$ cat config.mk
export PLATFORM = sky130hd
export DESIGN_NAME = add_32_result_stage
export DESIGN_NICKNAME = d
export VERILOG_FILES = /design/src/rtl/add_32_result_stage.sv
export SDC_FILE = /design/constraint.sdc
export NUM_CORES = 1
export LEC_CHECK = 0
export ABC_AREA = 0
export CORE_ASPECT_RATIO = 0.7
export CORE_MARGIN = 2
export CORE_UTILIZATION = 62
export CTS_CLUSTER_SIZE = 14
export DETAILED_ROUTE_END_ITERATION = 8
export DONT_BUFFER_PORTS = 1
export GPL_TIMING_DRIVEN = 0
export PLACE_DENSITY = 0.78
export SLEW_MARGIN = 0
export SYNTH_ARGS = -nofsm -noshare
export SYNTH_HDL_FRONTEND = slang
export SYNTH_SLANG_ARGS = --single-unit
$ cat constraint.sdc
create_clock -name clk -period 2.9 [get_ports clk]
set_input_delay 0.58 -clock clk [delete_from_list [all_inputs] [get_ports clk]]
set_output_delay 0.58 -clock clk [all_outputs]
set_load 0.02 [all_outputs]
$ cat src/rtl/add_32_result_stage.sv
// Result stage behind the two-stage 32-bit adder: tracks issued ops through a
// fixed-latency tag pipe, captures sum/carry with zero and overflow flags into
// a small FIFO, and hands results to writeback with credit-based issue control.
`timescale 1ns/1ps
module add_32_result_stage #(
    parameter int unsigned LATENCY = 2,
    parameter int unsigned DEPTH   = 2,
    parameter int unsigned TAG_W   = 5
) (
    input  logic             clk,
    input  logic             reset,
    input  logic             issue_valid,
    output logic             issue_ready,
    input  logic [TAG_W-1:0] issue_tag,
    input  logic             issue_a_msb,
    input  logic             issue_b_msb,
    input  logic [31:0]      add_sum,
    input  logic             add_cout,
    output logic             out_valid,
    input  logic             out_ready,
    output logic [31:0]      out_sum,
    output logic             out_cout,
    output logic             out_zero,
    output logic             out_ovf,
    output logic [TAG_W-1:0] out_tag,
    output logic             busy
);

    localparam int unsigned PTR_W = (DEPTH > 1) ? $clog2(DEPTH) : 1;
    localparam int unsigned CNT_W = $clog2(DEPTH + 1);
    localparam int unsigned SUM_W = CNT_W + 1;

    // tracking pipe
    logic [LATENCY-1:0] r_vld;
    logic [LATENCY-1:0] r_amsb;
    logic [LATENCY-1:0] r_bmsb;
    logic [TAG_W-1:0]   r_tag [LATENCY];

    // result FIFO
    logic [31:0]        r_mem_sum  [DEPTH];
    logic               r_mem_cout [DEPTH];
    logic               r_mem_zero [DEPTH];
    logic               r_mem_ovf  [DEPTH];
    logic [TAG_W-1:0]   r_mem_tag  [DEPTH];
    logic [PTR_W-1:0]   r_wptr;
    logic [PTR_W-1:0]   r_rptr;
    logic [CNT_W-1:0]   r_count;
    logic [CNT_W-1:0]   r_inflight;

    logic               w_ready;
    logic               w_accept;
    logic               w_capture;
    logic               w_out_valid;
    logic               w_pop;
    logic               w_zero;
    logic               w_ovf;

    // Credit check uses registered occupancy only, so no path from issue_valid/out_ready.
    assign w_ready     = reset & ((SUM_W'(r_count) + SUM_W'(r_inflight)) < SUM_W'(DEPTH));
    assign w_accept    = issue_valid & w_ready;
    assign w_capture   = r_vld[LATENCY-1];
    assign w_out_valid = reset & (r_count != '0);
    assign w_pop       = w_out_valid & out_ready;
    assign w_zero      = (add_sum == 32'd0);
    assign w_ovf       = (r_amsb[LATENCY-1] == r_bmsb[LATENCY-1]) &
                         (add_sum[31] != r_amsb[LATENCY-1]);

    // Shift accepted ops (and bubbles) toward the capture point.
    always_ff @(posedge clk or negedge reset) begin
        if (!reset) begin
            r_vld  <= '0;
            r_amsb <= '0;
            r_bmsb <= '0;
            for (int i = 0; i < int'(LATENCY); i++) begin
                r_tag[i] <= '0;
            end
        end else begin
            r_vld[0]  <= w_accept;
            r_amsb[0] <= issue_a_msb;
            r_bmsb[0] <= issue_b_msb;
            r_tag[0]  <= issue_tag;
            for (int i = 1; i < int'(LATENCY); i++) begin
                r_vld[i]  <= r_vld[i-1];
                r_amsb[i] <= r_amsb[i-1];
                r_bmsb[i] <= r_bmsb[i-1];
                r_tag[i]  <= r_tag[i-1];
            end
        end
    end

    // Write the matured result into the FIFO slot at the write pointer.
    always_ff @(posedge clk) begin
        if (w_capture) begin
            r_mem_sum[r_wptr]  <= add_sum;
            r_mem_cout[r_wptr] <= add_cout;
            r_mem_zero[r_wptr] <= w_zero;
            r_mem_ovf[r_wptr]  <= w_ovf;
            r_mem_tag[r_wptr]  <= r_tag[LATENCY-1];
        end
    end

    // Pointers, occupancy and in-flight credit counters.
    always_ff @(posedge clk or negedge reset) begin
        if (!reset) begin
            r_wptr     <= '0;
            r_rptr     <= '0;
            r_count    <= '0;
            r_inflight <= '0;
        end else begin
            if (w_capture) begin
                r_wptr <= r_wptr + PTR_W'(1);
            end
            if (w_pop) begin
                r_rptr <= r_rptr + PTR_W'(1);
            end
            if (w_capture && !w_pop) begin
                r_count <= r_count + CNT_W'(1);
            end else if (!w_capture && w_pop) begin
                r_count <= r_count - CNT_W'(1);
            end
            if (w_accept && !w_capture) begin
                r_inflight <= r_inflight + CNT_W'(1);
            end else if (!w_accept && w_capture) begin
                r_inflight <= r_inflight - CNT_W'(1);
            end
        end
    end

    // Head of FIFO straight from storage; everything forced low during reset.
    always_comb begin
        issue_ready = w_ready;
        out_valid   = w_out_valid;
        out_sum     = 32'd0;
        out_cout    = 1'b0;
        out_zero    = 1'b0;
        out_ovf     = 1'b0;
        out_tag     = '0;
        busy        = reset & ((r_inflight != '0) | (r_count != '0));
        if (reset) begin
            out_sum  = r_mem_sum[r_rptr];
            out_cout = r_mem_cout[r_rptr];
            out_zero = r_mem_zero[r_rptr];
            out_ovf  = r_mem_ovf[r_rptr];
            out_tag  = r_mem_tag[r_rptr];
        end
    end

endmodule

# Yosys cells after proc, flatten, opt, wreduce, memory -nomap -nowiden
# Memories as Yosys holds them, arrays and structs flattened.
# Index checks and enable logic that the tools add are counted.
[totals] register_bits=22 ramBits=80 inputBits=44 out_inout_bits=43 elab_cells=54 mem_count=5
[mem_list] name="r_mem_sum" words=2 width=32 read_ports=1 rd_clocked_by_memory_dff=0 write_ports=1 line="40" text="logic [31:0] r_mem_sum [DEPTH];"
[mem_list] name="r_mem_tag" words=2 width=5 read_ports=1 rd_clocked_by_memory_dff=0 write_ports=1 line="44" text="logic [TAG_W-1:0] r_mem_tag [DEPTH];"
[mem_list] name="r_mem_cout" words=2 width=1 read_ports=1 rd_clocked_by_memory_dff=0 write_ports=1 line="41" text="logic r_mem_cout [DEPTH];"
[mem_list] name="r_mem_ovf" words=2 width=1 read_ports=1 rd_clocked_by_memory_dff=0 write_ports=1 line="43" text="logic r_mem_ovf [DEPTH];"
[mem_list] name="r_mem_zero" words=2 width=1 read_ports=1 rd_clocked_by_memory_dff=0 write_ports=1 line="42" text="logic r_mem_zero [DEPTH];"
[op_classes] eq_ne=2 n_addsub=7 reduce_logical=12 order_cmp=1 bitwise=7 muxes=11
[ops] operator="logical NOT 32 bit" count=1
[ops] operator="2-to-1 mux 32 bit" count=1
[ops] operator="2-to-1 mux 2 bit" count=4
[ops] operator="nonzero test 2 bit" count=4
[ops] operator="AND 1 bit" count=6
[ops] operator="2-to-1 mux 1 bit" count=5
[ops] operator="2-to-1 mux 5 bit" count=1
[ops] operator="adder 2 x 1 -> 2 bit (second input constant)" count=2
[ops] operator="logical AND 1 bit" count=4
[ops] operator="subtractor 2 x 1 -> 2 bit (second input constant)" count=2
[ops] operator="adder 2 x 2 -> 3 bit" count=1
[ops] operator="logical NOT 1 bit" count=3
[ops] operator="less-than comparator 3 x 2 -> 1 bit (second input constant)" count=1
[ops] operator="adder 1 bit (second input constant)" count=2
[ops] operator="== test 1 bit" count=1
[ops] operator="!= test 1 bit" count=1
[ops] operator="bitwise OR 1 bit" count=1

# Logic depth before layout (Yosys ltp)
[logic_depth] ltp_word=8 depth_mapped=8 mapped_depth_nobuf=8

# Worst setup path after synthesis
# Ideal clock, no wire load.
[synth_path] path_type="reg-to-reg" startpoint="register r_vld[1]" endpoint="memory r_mem_cout[0] (enable)" stages_incl_launch_ff=3 period_less_slack_ps=2566 setup_slack_ps=334 setup_time_ps=438 n_path_buf=0 t_arrival_ps=2129 t_required_ps=2462 path_cell_list="dfrtp_1 -> inv_1 -> nor2_1"
[synth_between] elab_chain_cells=2
[synth_rtl] element="from (decl)" line="34" text="logic [LATENCY-1:0] r_vld;"
[synth_rtl] element="from (signal, indexed assignment)" line="83" text="r_vld[i] <= r_vld[i-1];"
[synth_rtl] element="2-to-1 mux 1 bit" line="93" text="if (w_capture) begin"
[synth_rtl] element="2-to-1 mux 1 bit (not written as such)" line="95" text="r_mem_cout[r_wptr] <= add_cout;"
[synth_rtl] element="to (decl)" line="41"
# Every way passes these cells.

# Final worst setup path
[layout_path] startpoint="register r_count[0]" endpoint="output issue_ready"
[layout_between] elab_chain_cells=3
[layout_rtl] element="from (decl)" line="47" text="logic [CNT_W-1:0] r_count;"
[layout_rtl] element="from (signal assigned)" line="117" text="r_count <= r_count + CNT_W'(1);"
[layout_rtl] element="from (signal assigned)" line="119" text="r_count <= r_count - CNT_W'(1);"
[layout_rtl] element="adder 2 x 2 -> 3 bit" line="59" text="assign w_ready = reset & ((SUM_W'(r_count) + SUM_W'(r_inflight)) < SUM_W'(DEPTH));"
[layout_rtl] element="less-than comparator 3 x 2 -> 1 bit" line="59"
[layout_rtl] element="AND 1 bit" line="59"
[layout_rtl] element="to (decl)" line="13" text="output logic issue_ready,"
# Every way passes these cells.

==> results by stage <==
Floorplanning:
- 87 I/O pins were placed.
- The core region is 6220 sq um.
- The initial utilization of the core area, before any placement, comes to 64.0%.
- The initialized floorplan defines 24 standard-cell rows.
- From bottom edge to top edge, the die measures 71.0 um.
- The die covers 7090 sq um.
- From left edge to right edge, the die measures 99.8 um.

Routing:
- The average via count per standard cell is 5.78.
- The detail route stage leaves a number of antenna-violating nets equal to 0.
- For this block, wires on met1 add up to 2660 um.
- The number of vias in the routed layout is 1877.
- For this run, the detailed router's first-pass iteration total came to 4.
- The iteration-0 DRC count of the detailed router is 111.
- The final wirelength is 6410 um.
- The detailed-routed wire length on met2 is 3100 um.
- The top layer reached by signal wires is met4.
- Wire segments on met3 add up to 538 um in the final route.
- In the final routed layout, each cell accounts on average for 19.7 um.
- For this run, design rule violations remaining after detail routing come to 0.

Synth:
- The cell area that synthesis handed to floorplanning was 3980 sq um.
- Among all flip-flop cells after synthesis, the most frequent one is sky130_fd_sc_hd__edfxtp_1.
- Ranked by total cell area, the synthesized netlist is headed by sky130_fd_sc_hd__edfxtp_1, sky130_fd_sc_hd__dfrtp_1, sky130_fd_sc_hd__mux2i_1.
- The post-synthesis async set-or-reset flop share is 21.6%.
- Summing the sequential cell areas from Yosys gives 74.2% of the chip area.
- The total of flip-flops plus latches after synthesis is 102.
- After Yosys synthesis, XOR and XNOR cells account for 1.76% of the synthesized area.
- The cell with the most instances after synthesis is sky130_fd_sc_hd__edfxtp_1.
- The proportion of netlist area held by the largest area contributor is 60.4%.
- Dividing the synthesized area by the synthesized cell count gives 17.5 sq um.
- Synthesis produced a netlist with a net count of 275.
- After synthesis, the share of cell area in mux cells is 10.1%.
- Synthesis handed over a netlist of 228 instances.
- The largest family of logic cells by synthesized area is multiplexers.
- The Yosys step of the flow raised 0 warnings.
- The number of enable flip-flop cells after synthesis is 80.
- The share of the synthesized area in compound gates (AO/OA/AOI/OAI) is 0.629%.
- Counting instances in the post-synthesis netlist gives the leading cell types as sky130_fd_sc_hd__edfxtp_1, sky130_fd_sc_hd__mux2i_1, sky130_fd_sc_hd__nor2b_1.
- The cell taking the most area after synthesis is sky130_fd_sc_hd__edfxtp_1.
- The synthesized netlist contains 22 unique library cells.
- The simple logic cell fraction of the synthesized area is 9.46%.
- Summing the areas of all fa, ha and maj instances in the mapped netlist gives 1.13% of the synthesized area.

Global route:
- The via count of the first global-routing pass is 1859.
- The first-pass GRT wire length is 9710 um.
- The total global routing overflow is 0.
- The pin count of the biggest net entering global routing is 30.
- The combined global-route utilization of all metal layers is 19.1%.
- The initial antenna violation count is 0.

Timing:
- The max-slew violation count came to 0.
- The final-report setup violation count is 0.
- The remaining max-slew budget at the tightest pin is 36.5%.
- The final worst setup slack is 0.500 ns.
- The worst setup skew after layout is 0.00463 ns.
- The ratio of final minimum period to clock period is 82.7%.
- The minimum clock period is 2.40 ns.
- The top achievable clock speed is 417 MHz.
- Setup repair after global routing left no endpoint under its margin.
- For the pin with the worst max-slew slack, the measured transition is 0.950 ns.
- The number of hold violations in the final report is 0.

Critical path:
- The minimum setup slack among reg-to-reg paths is 0.59 ns.
- The critical path's slowest cell is sky130_fd_sc_hd__dfrtp_1.
- The setup path with the least slack is of type reg -> out.
- Traced cell by cell, the critical path runs through and2_1, fa_1, nor3b_2.
- STA classifies the critical path startpoint as a flip-flop.
- The beginning of the worst register-to-register path is r_count[0]$_DFFE_PN0P_.
- The worst setup path is captured at a primary output.
- The worst register-to-register path has a depth of 7.
- The terminus of the critical flop-to-flop path is r_inflight[1]$_DFFE_PN0P_.
- The largest single stage delay on the critical path is 0.45 ns.
- The data required time at the worst endpoint is 2.32 ns.
- The data arrival time of the critical path is 1.82 ns.
- Along the worst path, the maximum fanout reaches 5.

Placement:
- The HPWL after detailed placement is 4420 um.
- Input and output buffers added on the ports amount to 0.
- The routability congestion estimate from global placement is 0.725.
- Counting tap cells, the placed design contains a total of 308 instances.
- Prior to clock tree synthesis, the placed netlist has a worst setup slack of 0.624 ns.

Cells and area:
- The largest registers in the layout are r_mem_sum x64, r_mem_tag x10, r_tag x10.
- Cells fill 69.7% of the core in the end.
- The number of antenna diodes in the final layout is 0.
- After filler insertion, the fill cell instance count of the layout stands at 386.
- The share of layout cells above drive strength 1 is 10.9%.
- The number of nets in the final layout is 289.
- The post-route non-filler standard cell count is 325.
- The number of flip-flops under the largest register name is 64.
- r_mem_sum holds more flip-flops than any other register.
- The layout-stage area growth over the synthesis result is 8.90%.

Outcome:
- The run finished with clean final reports.

Power:
- The peak supply drop is 436 uV.
- In this run the static leakage power is 1.56 nW.
- In this run the power density over the cells is 896 nW/um^2.

CTS:
- TritonCTS built the clock tree.
- The clock input transition at the sequential cells of the worst setup and hold paths is 0.09 ns.
- The deepest clock path buffer count is 2.
- The H-tree generated during clock tree synthesis spans 3 levels.
- The clock drives 102 sinks.
- The post-cts resize count is 0.
- The worst-skew pair later-pin latency is 0.35 ns.
- CTS placed an instance of sky130_fd_sc_hd__clkbuf_8 at the clock tree root.
- Counting the buffers created by CTS gives 9.

Hold path:
- Counting instances, the worst hold path has a depth of 0.
- The path with the worst hold slack has its endpoint at r_tag[8]$_DFF_PN0_.
- In this run the worst hold path is classified as in -> reg.
- The source of the worst hold timing path is issue_tag[3].

Run:
- The number of maximum-capacitance violations is 0.
## per-stage QoR
step / total power [W] / instance area, sq um / TNS [ns] / hold WS, ns
global route: 0.00406 / 4330 / 0 / 0.214
finish: 0.00388 / 4330 / 0 / 0.244
detailed placement: 0.00305 / 4130 / 0 / 0.285
global placement: 0.00300 / 4080 / -21.62 / 0.285
floorplan: 0.00286 / 3980 / 0 / 0.284
CTS: 0.00392 / 4330 / 0 / 0.226
## what timing repair did
item                                   CTS  global route
buffers inserted                         0             0
endpoints found under the hold margin   22             0
hold buffers                             1             0
## placed cells by master (no fill, tap or decap), types with 3 or more instances in the layout
cell type                  instances
sky130_fd_sc_hd__clkbuf_1          5
sky130_fd_sc_hd__xor2_1            5
sky130_fd_sc_hd__dfrtp_1          22
sky130_fd_sc_hd__nor4_1            8
sky130_fd_sc_hd__nor2_1            4
sky130_fd_sc_hd__buf_12            6
sky130_fd_sc_hd__nor2b_1          40
sky130_fd_sc_hd__xnor2_1           3
sky130_fd_sc_hd__clkbuf_8          9
sky130_fd_sc_hd__mux2i_1          40
sky130_fd_sc_hd__edfxtp_1         80
## cell families (layout without fill, tap and decap cells)
family                   after synthesis  count (layout)
flip-flops                           102             102
AND/OR/NAND/NOR                       62              62
multiplexers                          40              40
buffers and inverters                 10              29
XOR/XNOR                               8               8
adder cells (fa/ha/maj)                3               3
AO/OA/AOI/OAI                          3               3
## area by class of cell
class                   instances  area, sq um  share of cell area [%]
inverters                       1         3.75                  0.0866
flip-flops and latches        102         2950                    68.1
plain buffers                   9          106                    2.45
clock buffers                  10          128                    2.94
well taps                      78         97.6                    2.25
clock inverters                 6         70.1                    1.62
repair buffers                  3         50.0                    1.15
multi-input cells             116          926                    21.4
## critical path: cells and delay by family, from the launching register on
family                     cells  cell delay, ns
adders and majority gates      1            0.44
DFF                            1            0.45
and+or+nand+nor                2            0.57
## power breakdown
part | switching [W] | internal [W]
clock network | 0.000463 | 0.000407
logic | 0.000632 | 0.000456
registers | 0.0000997 | 0.00182
total | 0.00120 | 0.00269
## layer usage
metal	global-route usage (%)	up-vias
met5	0	-
met3	8.10	11
met4	7.46	0
li1	-	860
met2	30.0	69
met1	24.0	937
## worst max-delay path by stage
stage                      startpoint                         end  slack [ns]  cells after the start
6_report       r_count[0]$_DFFE_PN0P_                 issue_ready        0.50                      3
3_5_place_dp   r_count[0]$_DFFE_PN0P_   r_inflight[1]$_DFFE_PN0P_        0.62                      8
4_1_cts        r_count[0]$_DFFE_PN0P_                 issue_ready        0.49                      3
2_1_floorplan      r_vld[1]$_DFF_PN0_     r_mem_cout[0]$_DFFE_PP_        0.33                      2
3_3_place_gp       r_vld[1]$_DFF_PN0_  r_mem_sum[0][19]$_DFFE_PP_       -0.54                      2
5_1_grt        r_count[0]$_DFFE_PN0P_                 issue_ready        0.43                      3
Power figures use the tool's default switching activity.
==> variant: new RTL, same flow settings <==
Make the reset (`reset`) synchronous in 2 clocked blocks.
--- a/src/rtl/add_32_result_stage.sv
+++ b/src/rtl/add_32_result_stage.sv
@@ -67,5 +67,5 @@
 
     // Shift accepted ops (and bubbles) toward the capture point.
-    always_ff @(posedge clk or negedge reset) begin
+    always_ff @(posedge clk) begin
         if (!reset) begin
             r_vld  <= '0;
@@ -101,5 +101,5 @@
 
     // Pointers, occupancy and in-flight credit counters.
-    always_ff @(posedge clk or negedge reset) begin
+    always_ff @(posedge clk) begin
         if (!reset) begin
             r_wptr     <= '0;
Check against the original RTL: differs if reset is asserted again (counterexample within 4 cycles, from zero or initial values and one cycle with reset low); with reset held inactive, the same outputs for 10 cycles.
==> variant against the unedited design <==
  * Setup slack worse by 0.051 ns
  * Sequential cell count is 1 higher
  * Largest cell class unchanged
  * Wire length hardly changed
  * Global-route usage is 0.18 points higher
  * Critical endpoint is now r_inflight[1]$_SDFFE_PN0P_
  * Cell count is 8.0% higher
  * Area after synthesis is 0.28% higher
  * Cell area is 0.20% higher
Power is not compared: it rests on default switching activity, and its combinational part moved more than twofold at a synthesized area within 25%.
==> variant: results (changes against the unedited design) <==
- The run finished with clean final reports.
- The pin count of the biggest net entering global routing was 27 (-10%).
- The overall power of the completed layout is 3.07 mW.
- The total number of nets in the final design is 315 (+9.0%).
- Counting instances in the post-synthesis netlist gives the leading cell types as sky130_fd_sc_hd__edfxtp_1 (80), sky130_fd_sc_hd__mux2i_1 (42), sky130_fd_sc_hd__nor2b_1 (41).
- The final weighted congestion in routability-driven placement came to 0.713 (-1.6%).
- The final wirelength is 6410 um (about the same).
- The post-route worst hold slack is 0.308 ns (+0.0640 ns).
- The number of buffer cells added on primary ports came to 0 (unchanged).
- The upper clock frequency limit is 408 MHz (-2.1%).
- The area after detailed placement is 4140 sq um (+0.27%).
- The worst slack at placement is 0.471 ns (-0.153 ns).
- The filler cell count is 420 (+8.8%).
- The number of different library cells in the post-synthesis netlist is 25 (+14%).
- The instance count after placement with tap cells included is 335 (+8.8%).
- The share of layout cells above drive strength 1 came to 11.0% (+0.058 points).
- The top cell type's share of synthesized area is 60.2% (-0.17 points).
- The transition time at the pin with the least slew margin is 0.499 ns (-0.451 ns).
- The fraction of the yosys area taken by sequential cells was 71.7% (-2.5 points).
- The violation count after the first detailed-routing iteration is 106 (-4.5%).
- The overall via count from detail_route is 1,955 (+4.2%).
- The post-layout instance count excluding filler cells is 351 (+8.0%).
- The number of buffers created by CTS is 9 (unchanged).
- The first-pass GRT wire length is 10,000 um (+3.1%).
- The share of async-settable or async-resettable flops after synthesis is 0% (-22 points).
- The critical path ends at r_inflight[1]$_SDFFE_PN0P_.
- Among all stages on the critical path, the largest delay is contributed by sky130_fd_sc_hd__fa_1.
- The delay of the slowest cell on the worst path is 0.45 ns (about the same).
- The reg2reg setup slack came to 0.45 ns (-0.14 ns).
- In this run the most critical hold path is launched from add_sum[2].
- The worst-case clock skew was 0.00970 ns (+0.00506 ns).
- The mean post-synth cell area is 15.7 sq um (-10%).
- The overall fraction of global-route tracks in use is 19.3% (+0.18 points).
- The total nets after synthesis is 302 (+9.8%).
- The critical path starts at r_count[0]$_SDFFE_PN0P_.
- The post-detailed-placement half-perimeter wirelength is 4430 um (about the same).
- The critical path data arrival time is 2.74 ns (+0.92 ns).
variant: cell types whose count changed after synthesis, moves of 3 or more:
cell,before,now
sky130_fd_sc_hd__and2_1,3,20
sky130_fd_sc_hd__buf_12,4,0
sky130_fd_sc_hd__buf_4,0,4
sky130_fd_sc_hd__dfrtp_1,22,0
sky130_fd_sc_hd__dfxtp_1,0,23
sky130_fd_sc_hd__xor2_1,5,2
variant: kinds of logic after synthesis:
family / synth area share, %
adder cells (fa/ha/maj): 1.13
flip-flops: 71.7
buffers and inverters: 1.66
multiplexers: 10.5
AND/OR/NAND/NOR: 12.6
AO/OA/AOI/OAI: 1.47
XOR/XNOR: 0.878
variant: worst register-to-register path, cell delays in order (launching register included):
cell and delay [ns]:
sky130_fd_sc_hd__dfxtp_1 0.37, sky130_fd_sc_hd__and2_2 0.21, sky130_fd_sc_hd__fa_1 0.45, sky130_fd_sc_hd__nor3b_2 0.42
sky130_fd_sc_hd__and2_1 0.19, sky130_fd_sc_hd__ha_1 0.25, sky130_fd_sc_hd__or3_1 0.36, sky130_fd_sc_hd__a21boi_1 0.13
variant: cell type report:
cell class                 count  area, sq um  share of cell area (%)
clock buffer                  10          138                    3.17
tap                           78         97.6                    2.25
buffer                        12         62.6                    1.44
sequential                   103         2860                    65.9
clock inverter                 6         67.6                    1.56
timing repair buffer           2         40.0                   0.922
inverter                       1         3.75                  0.0864
multi-input combinational    139         1070                    24.7
variant: routing by layer:
layer	wire, um	up-vias	global-route usage (%)
met1	2950	930	25.7
met3	538	4	9.29
li1	-	948	-
met4	43	0	4.57
met2	2880	73	29.2
met5	0	-	0
